$ cat src/rtl/pipe_pkg.sv
// Shared pipeline definitions: control-bundle layout, register constants and
// the ID/EX payload struct.
package pipe_pkg;

  localparam int XLEN   = 32;
  localparam int CTRL_W = 12;

  // Control bundle field offsets (bit positions inside ctrl).
  localparam int CTRL_ALU_OP_LSB  = 0;
  localparam int CTRL_ALU_OP_W    = 4;
  localparam int CTRL_ALU_SRC     = 4;
  localparam int CTRL_MEM_WRITE   = 5;
  localparam int CTRL_BRANCH      = 6;
  localparam int CTRL_JUMP        = 7;
  localparam int CTRL_FUNCT3_LSB  = 8;
  localparam int CTRL_FUNCT3_W    = 3;
  localparam int CTRL_WB_SEL      = 11;

  localparam logic [4:0] REG_X0 = 5'd0;

  typedef struct packed {
    logic [XLEN-1:0]   pc;
    logic [XLEN-1:0]   rs1_data;
    logic [XLEN-1:0]   rs2_data;
    logic [XLEN-1:0]   imm;
    logic [4:0]        rs1;
    logic [4:0]        rs2;
    logic [4:0]        rd;
    logic              mem_read;
    logic              reg_write;
    logic [CTRL_W-1:0] ctrl;
  } id_ex_bundle_t;

  localparam id_ex_bundle_t ID_EX_BUBBLE = '0;

endpackage

$ cat src/rtl/load_use_detector.sv
// Combinational load-use hazard detect between the ID instruction and the
// load currently held in EX.
import pipe_pkg::*;

module load_use_detector (
  input  logic       id_valid,
  input  logic [4:0] id_rs1,
  input  logic [4:0] id_rs2,
  input  logic       id_uses_rs1,
  input  logic       id_uses_rs2,
  input  logic       ex_valid,
  input  logic       ex_mem_read,
  input  logic [4:0] ex_rd,
  output logic       lu
);

  logic rs1_hit;
  logic rs2_hit;

  assign rs1_hit = id_uses_rs1 && (id_rs1 == ex_rd);
  assign rs2_hit = id_uses_rs2 && (id_rs2 == ex_rd);

  // x0 is hardwired zero, so a load targeting it never produces a dependency.
  assign lu = id_valid && ex_valid && ex_mem_read && (ex_rd != REG_X0) &&
              (rs1_hit || rs2_hit);

endmodule

$ cat src/rtl/id_ex_stage_reg.sv
// ID/EX pipeline register with load-use bubble insertion, EX hold and flush.
// Define HAZARD_STATS_EN to add the stall_cycles / flush_count counters.
import pipe_pkg::*;

module id_ex_stage_reg #(
  parameter int XLEN   = pipe_pkg::XLEN,
  parameter int CTRL_W = pipe_pkg::CTRL_W
) (
  input  logic              clk,
  input  logic              reset_n,
  input  logic              id_valid,
  input  logic [XLEN-1:0]   id_pc,
  input  logic [XLEN-1:0]   id_rs1_data,
  input  logic [XLEN-1:0]   id_rs2_data,
  input  logic [XLEN-1:0]   id_imm,
  input  logic [4:0]        id_rs1,
  input  logic [4:0]        id_rs2,
  input  logic [4:0]        id_rd,
  input  logic              id_uses_rs1,
  input  logic              id_uses_rs2,
  input  logic              id_mem_read,
  input  logic              id_reg_write,
  input  logic [CTRL_W-1:0] id_ctrl,
  input  logic              ex_hold,
  input  logic              flush,
  output logic              ID_EX_valid,
  output logic [XLEN-1:0]   ID_EX_pc,
  output logic [XLEN-1:0]   ID_EX_rs1_data,
  output logic [XLEN-1:0]   ID_EX_rs2_data,
  output logic [XLEN-1:0]   ID_EX_imm,
  output logic [4:0]        ID_EX_rs1,
  output logic [4:0]        ID_EX_rs2,
  output logic [4:0]        ID_EX_rd,
  output logic              ID_EX_mem_read,
  output logic              ID_EX_reg_write,
  output logic [CTRL_W-1:0] ID_EX_ctrl,
`ifdef HAZARD_STATS_EN
  output logic [31:0]       stall_cycles,
  output logic [31:0]       flush_count,
`endif
  output logic              stall_if_id
);

  id_ex_bundle_t id_d;
  id_ex_bundle_t ex_q;
  logic          valid_q;
  logic          lu;

  always_comb begin
    id_d           = ID_EX_BUBBLE;
    id_d.pc        = id_pc;
    id_d.rs1_data  = id_rs1_data;
    id_d.rs2_data  = id_rs2_data;
    id_d.imm       = id_imm;
    id_d.rs1       = id_rs1;
    id_d.rs2       = id_rs2;
    id_d.rd        = id_rd;
    id_d.mem_read  = id_mem_read;
    id_d.reg_write = id_reg_write;
    id_d.ctrl      = id_ctrl;
  end

  load_use_detector u_lu (
    .id_valid    (id_valid),
    .id_rs1      (id_rs1),
    .id_rs2      (id_rs2),
    .id_uses_rs1 (id_uses_rs1),
    .id_uses_rs2 (id_uses_rs2),
    .ex_valid    (valid_q),
    .ex_mem_read (ex_q.mem_read),
    .ex_rd       (ex_q.rd),
    .lu          (lu)
  );

  // Flow control: ex_hold is EX's "not ready" (nothing moves while high);
  // stall_if_id is this stage's "not ready" back to IF/ID and the PC. A flush
  // overrides both because the ID instruction is being discarded anyway.
  assign stall_if_id = (lu || ex_hold) && !flush;

  always_ff @(posedge clk) begin
    if (!reset_n || flush) begin
      valid_q <= 1'b0;
      ex_q    <= ID_EX_BUBBLE;
    end else if (ex_hold) begin
      valid_q <= valid_q;
      ex_q    <= ex_q;
    end else if (lu || !id_valid) begin
      valid_q <= 1'b0;
      ex_q    <= ID_EX_BUBBLE;
    end else begin
      valid_q <= 1'b1;
      ex_q    <= id_d;
    end
  end

  assign ID_EX_valid     = valid_q;
  assign ID_EX_pc        = ex_q.pc;
  assign ID_EX_rs1_data  = ex_q.rs1_data;
  assign ID_EX_rs2_data  = ex_q.rs2_data;
  assign ID_EX_imm       = ex_q.imm;
  assign ID_EX_rs1       = ex_q.rs1;
  assign ID_EX_rs2       = ex_q.rs2;
  assign ID_EX_rd        = ex_q.rd;
  assign ID_EX_mem_read  = ex_q.mem_read;
  assign ID_EX_reg_write = ex_q.reg_write;
  assign ID_EX_ctrl      = ex_q.ctrl;

`ifdef HAZARD_STATS_EN
  // Saturating counters: they stop at all-ones instead of wrapping.
  always_ff @(posedge clk) begin
    if (!reset_n) begin
      stall_cycles <= '0;
      flush_count  <= '0;
    end else begin
      if (stall_if_id && (stall_cycles != 32'hFFFF_FFFF))
        stall_cycles <= stall_cycles + 32'd1;
      if (flush && (flush_count != 32'hFFFF_FFFF))
        flush_count <= flush_count + 32'd1;
    end
  end
`endif

endmodule

$ cat config.mk
export PLATFORM = sky130hd
export DESIGN_NAME = id_ex_stage_reg
export DESIGN_NICKNAME = d
export VERILOG_FILES = /design/src/rtl/pipe_pkg.sv /design/src/rtl/load_use_detector.sv /design/src/rtl/id_ex_stage_reg.sv
export SDC_FILE = /design/constraint.sdc
export NUM_CORES = 1
export LEC_CHECK = 0
export CAP_MARGIN = 40
export CORE_AREA = 2 2 125 127
export DETAILED_ROUTE_END_ITERATION = 7
export DIE_AREA = 0 0 127 129
export HOLD_SLACK_MARGIN = 0.12
export PLACE_DENSITY_LB_ADDON = 0.25
export SYNTH_ARGS = -nofsm -noshare
export SYNTH_HDL_FRONTEND = slang
export SYNTH_HIERARCHICAL = 1
export SYNTH_SLANG_ARGS = --single-unit
$ cat constraint.sdc
create_clock -name clk -period 2.79 [get_ports clk]
set_input_delay 0.558 -clock clk [delete_from_list [all_inputs] [get_ports clk]]
set_output_delay 0.558 -clock clk [all_outputs]
set_load 0.02 [all_outputs]
=== Word-level counts from Yosys, hierarchy flattened ===
Index checks and enable logic that the tools add are counted.

* Register bits after elaboration: 158
* Bits of input ports: 164
* Output and inout bits: 159
* Logic and storage cells: 30

* Equality and inequality tests: 2
* Multiplexer cells: 2
* Reduce and logical (&&, ||, !) cells: 15

{| class="wikitable"
|+ Operators by type and width
! cell !! count
|-
| 2-to-1 mux 157 bit || 1
|-
| equality test 5 bit || 2
|-
| logical AND 1 bit || 7
|-
| nonzero test 5 bit || 1
|-
| logical OR 1 bit || 4
|-
| logical NOT 1 bit || 3
|-
| 2-to-1 mux 1 bit || 1
|}

=== Depth between registers and ports, before layout ===
* Word-level depth: 6
* Gate-level depth with buffers: 8
* Depth with buffers taken out: 6

=== Hierarchy ===
Netlist, hierarchy kept.

{| class="wikitable"
|+ Modules (own cells, without submodules)
! module !! instances !! cells each !! area an instance (um2) !! seq. area each (um2)
|-
| id_ex_stage_reg || 1 || 375 || 5,038.6 || 3,163.0
|-
| load_use_detector || 1 || 17 || 131.4 || 0.0
|}

=== Worst setup path before layout ===
Ideal clock, no wire load.

* Path kind: input to output
* Start point: input id_rs2[0]
* End point: output stall_if_id
* Arrival: 1,593 ps
* Required time: 2,232 ps
* Slack: 639 ps
* Stages on the path: 6
* Buffers on the path: 0
* Path through: xor2_1 nor4_1 nand3_1 a21oi_1 nor2_1 nor2_1

* Word-level cells in the longest chain between the ends: 6

{| class="wikitable"
|+ RTL lines
! element !! line !! RTL
|-
| start, declared || id_ex_stage_reg.sv:17 || <nowiki>input logic [4:0] id_rs2,</nowiki>
|-
| equality test 5 bit || load_use_detector.sv:21 || <nowiki>assign rs2_hit = id_uses_rs2 && (id_rs2 == ex_rd);</nowiki>
|-
| logical AND 1 bit || load_use_detector.sv:21 ||
|-
| logical OR 1 bit || load_use_detector.sv:25 || <nowiki>(rs1_hit || rs2_hit);</nowiki>
|-
| logical AND 1 bit || load_use_detector.sv:24 || <nowiki>assign lu = id_valid && ex_valid && ex_mem_read && (ex_rd != REG_X0) &&</nowiki>
|-
| net lu || id_ex_stage_reg.sv:47 || <nowiki>logic lu;</nowiki>
|-
| logical OR 1 bit || id_ex_stage_reg.sv:78 || <nowiki>assign stall_if_id = (lu || ex_hold) && !flush;</nowiki>
|-
| logical AND 1 bit || id_ex_stage_reg.sv:78 ||
|-
| end, declared || id_ex_stage_reg.sv:41 || <nowiki>output logic stall_if_id</nowiki>
|}

The timed path passes the listed nets, and every way through them passes these cells.

=== Worst setup path in the final report ===
* Start point: input id_rs2[3]
* End point: output stall_if_id

Same word-level chain as after synthesis.

==> impl.org <==
** Drt
- Once detail routing completed, the nets flagged for antenna violations numbered 0.
- The detailed router placed just under 5000 vias in this run.
- Iteration count of the initial detailed-routing pass :: 4
- Dividing the detail-routed wire length by the instance count gives between 15 and 20 microns.
- After detailed routing, the number of remaining DRC violations is 0.
- The routed design has 17.0 mm of wire.
- Via-per-instance ratio :: 5.44
- After the first detailed-routing iteration, the DRC count stood at 253.

** Worst setup path
- Data on the critical path arrives at its endpoint at 2110 ps.
- The worst setup path is captured at a primary output.
- Worst setup path class :: in2out
- The cell family contributing the most delay on the critical path is buffers and inverters.
- The signal on the critical path passes through clkdlybuf4s50_1 > xor2_1 > nor4_1 > nand3_1 > a21oi_2 > nor2_1 > nor2_1 > buf_4.
- In this run the worst path has a maximum fanout of 2.
- On the worst path, the slowest cell contributes a delay of between 400 and 500 ps.
- Number of buffer and inverter stages on the critical path :: 2
- Worst Setup Start Kind :: input port
- Data required time of the critical path :: about 2200 ps
- Cell with the biggest individual delay on the critical path :: sky130_fd_sc_hd__clkdlybuf4s50_1
- Counting stages on the worst path, the most repeated cell is sky130_fd_sc_hd__nor2_1.

** STA
- Part of the cycle the worst path needs :: between 90% and 100%
- Final clock skew :: between 7 and 8 ps
- Headroom to the max-slew limit came out at a little under two thirds.
- For the pin with the worst max-slew slack, the measured transition is 542 ps.
- The hold violation count in the final report was 0.
- Static timing analysis puts the maximum clock frequency at about 370 MHz.
- Setup violations remaining at the end of the flow were counted as 0.
- Subtracting the final worst setup slack from the clock period gives between 2000 and 3000 ps.
- Across all setup checks in the final design, the least slack found is around 120 ps.
- Max-slew violation count :: 0
- Setup repair after global routing missed its margin :: false

** Power
- The clock network is responsible for 44.3% of the overall power.
- Internal power comes to 0.00409 W.
- Leak :: approximately 3.2 nW
- Power share of the sequential group :: 44.5%
- VDD sags by at most 0.000354 V.
- Switching power as a share of total power :: 22.0%
- For this design the ratio of total power to cell area is 571 nW/um^2.
- For this design the total switching power over the nets is 0.00115 W.
- Relative contribution of combinational cells to total power :: 11.2%

** Clocking
- Maximum level of the CTS H-tree :: 4
- In this run the clock root is driven by a sky130_fd_sc_hd__clkbuf_16.
- After clock tree synthesis, the clock-pin slew on the worst setup and hold paths is ~60 ps.
- For this design, the CTS-stage hold fixing added 0 buffers.
- Buffers inserted during clock tree synthesis total 17.
- Counting along the longest clock path gives a buffer depth of 2.
- For the worst-skew pair, the clock arrives at the later sink with an insertion delay of 410 ps.
- Counting every sink on the clock net gives 158.
- TritonCTS built the clock tree.

** Synth
- Mean cell area of the mapped netlist :: 13.2 sq um
- Summing the sequential cell areas from Yosys gives between 60% and 70% of the chip area.
- Most instantiated flip-flop cell in the synthesis netlist :: sky130_fd_sc_hd__dfxtp_1
- After synthesis, the share of flip-flops with an asynchronous set or reset is 0%.
- The Yosys step of the flow raised 6 warnings.
- Summed over its instances, the top area cell type makes up 61.2% of the synthesized netlist area.
- After synthesis, the netlist uses 18 different library cells.
- Most repeated cell in the gate-level netlist after synthesis :: sky130_fd_sc_hd__dfxtp_1
- Summing every instance area after synthesis gives 5170 sq um.
- After technology mapping, the gate count stands at 392.
- Sorting the synthesized cells by area gives the leading types as sky130_fd_sc_hd__dfxtp_1 61%, sky130_fd_sc_hd__a32o_1 30%, sky130_fd_sc_hd__buf_2 2.9%, sky130_fd_sc_hd__xor2_1 1.4%, sky130_fd_sc_hd__clkbuf_1 1.3%.
- Number of synthesized flops with an enable pin :: 0
- Library cell with the largest summed area after synthesis :: sky130_fd_sc_hd__dfxtp_1
- Net Count, Synth :: 556
- Yosys reg bits :: 158
- Commonest cells in the synthesized netlist :: 158 x sky130_fd_sc_hd__dfxtp_1, 157 x sky130_fd_sc_hd__a32o_1, 30 x sky130_fd_sc_hd__buf_2

** Floorplan
- Effective utilization at floorplan :: 34.5%
- Core area :: 15000 sq um
- DIE HEIGHT :: 129 microns
- # rows :: 45
- Pin placement for this block handled 323 I/O pins.
- The die covers 16400 sq um.
- In this run the horizontal extent of the chip is 127 microns.

** Global routing
- Pin count of the biggest net entering global routing :: 107
- Summed over all layers, the global routing overflow is 0.
- The first global-routing pass estimated between 20 and 30 mm of wire.
- The number of global-route vias before repair was 4801.
- Antenna violations before repair :: 0
- Total track usage :: 20.2%

** Placed design
- Before CTS, the worst setup slack after placement is -448 ps.
- Area of placed instances :: 8570 sq um
- Estimated wirelength of the detail-placed design :: 12.1 mm
- The count of buffers added on input and output ports is around 320.
- Global placer's final weighted congestion :: 0.739
- Placed Cells :: between 800 and 900

** Final layout
- Non-filler instance count after layout :: 893
- 0 antenna diodes ended up in the layout.
- In the final layout, the share of cells above drive strength 1 is ~6.7%.
- Area growth from synthesis to final layout :: 77.5%
- Post-route standard cell area excluding fillers :: between 9000 and 10000 sq um
- In the final design database the tool counted roughly 860 nets.
- The filler cells instantiated in the layout total 1159.

** Run status
- Outcome :: finished clean

** Hold path
- Worst min path class :: reg2reg

** Job
- Max-cap violations in this run came to 0.
-- flip-flops by register name (all words and copies together) (netlist names) --
register	cells
ID_EX_rs2_data	32
ID_EX_imm	32
ID_EX_rs1	5
ID_EX_rs1_data	32
ID_EX_rs2	5
ID_EX_rd	5
ID_EX_reg_write	1
ID_EX_ctrl	12
ID_EX_mem_read	1
ID_EX_pc	32
ID_EX_valid	1
-- worst reg2reg max path: cells and delay by family (launching register included) --
family / cells / cell delay, ps
AOI/OAI and AO/OA: 3 / 540
DFF: 1 / 360
buffers and inverters: 2 / 530
and+or+nand+nor: 2 / 930
-- cell families (layout without fill, tap and decap cells) --
group,count (synthesis),in the layout,share of synthesized area (%)
simple gates,11,11,1.38
compound gates,160,160,30.8
flops,158,158,61.2
buf+inv,53,366,4.94
xor+xnor,10,10,1.69
-- placed cells by master, fill, tap and decap left out, types with 3 or more instances in the layout --
| master | instances |
|---|---|
| sky130_fd_sc_hd__buf_4 | 6 |
| sky130_fd_sc_hd__clkbuf_8 | 5 |
| sky130_fd_sc_hd__clkdlybuf4s50_1 | 320 |
| sky130_fd_sc_hd__dfxtp_1 | 158 |
| sky130_fd_sc_hd__clkbuf_16 | 17 |
| sky130_fd_sc_hd__clkinvlp_4 | 3 |
| sky130_fd_sc_hd__a32o_1 | 157 |
| sky130_fd_sc_hd__buf_12 | 7 |
| sky130_fd_sc_hd__xor2_1 | 8 |
-- path summary, 6_finish.rpt --
check	cells after the start	endpoint	slack, ps	from
setup / recovery	8	stall_if_id	120	id_rs2[3]
hold / removal	1	ID_EX_pc[3]	460	ID_EX_pc[3]
setup reg to reg	7	ID_EX_ctrl[7]	370	ID_EX_rd[1]
hold reg to reg	1	ID_EX_pc[3]	460	ID_EX_pc[3]
-- what timing repair did --
item,CTS,global route
pin swaps,1,1
gates resized for setup,5,2
setup endpoints to repair,1,1
setup buffers,0,0
-- per-layer routing --
metal / vias to the layer above / track usage (%) / share of wire [%]
met1: 2359 / 22.9 / 39
met4: 0 / 7.50 / 2.1
li1: 2234 / - / -
met2: 241 / 33.5 / 48
met3: 27 / 9.11 / 11
met5: - / 0 / 0
-- per-stage QoR --
step                TNS [ps]  utilization [%]  hold slack [ps]  power (W)
floorplan                  0                -              593    0.00258
global placement        -415             57.2              446    0.00295
detailed placement     -1610             57.2              453    0.00297
CTS                        0             61.3              466    0.00529
global route               0             61.3              474    0.00544
finish                     0             61.3              462    0.00524
-- power by group through the flow --
stage | clock [W] | combinational (W) | sequential, W
floorplan | 0 | 0.000148 | 0.00243
global placement | 0 | 0.000576 | 0.00238
detailed placement | 0 | 0.000588 | 0.00238
CTS | 0.00237 | 0.000590 | 0.00233
global route | 0.00248 | 0.000620 | 0.00233
finish | 0.00232 | 0.000586 | 0.00233
-- layout make-up --
type	instances	area (sq um)	share of cell area [%]
timing repair buffer	334	3400	37.0
sequential	158	3160	34.5
multi-input combinational	181	1770	19.3
clock buffer	24	502	5.47
tap	188	235	2.56
clock inverter	8	105	1.15
No activity file was read; power rests on OpenSTA's default activity.
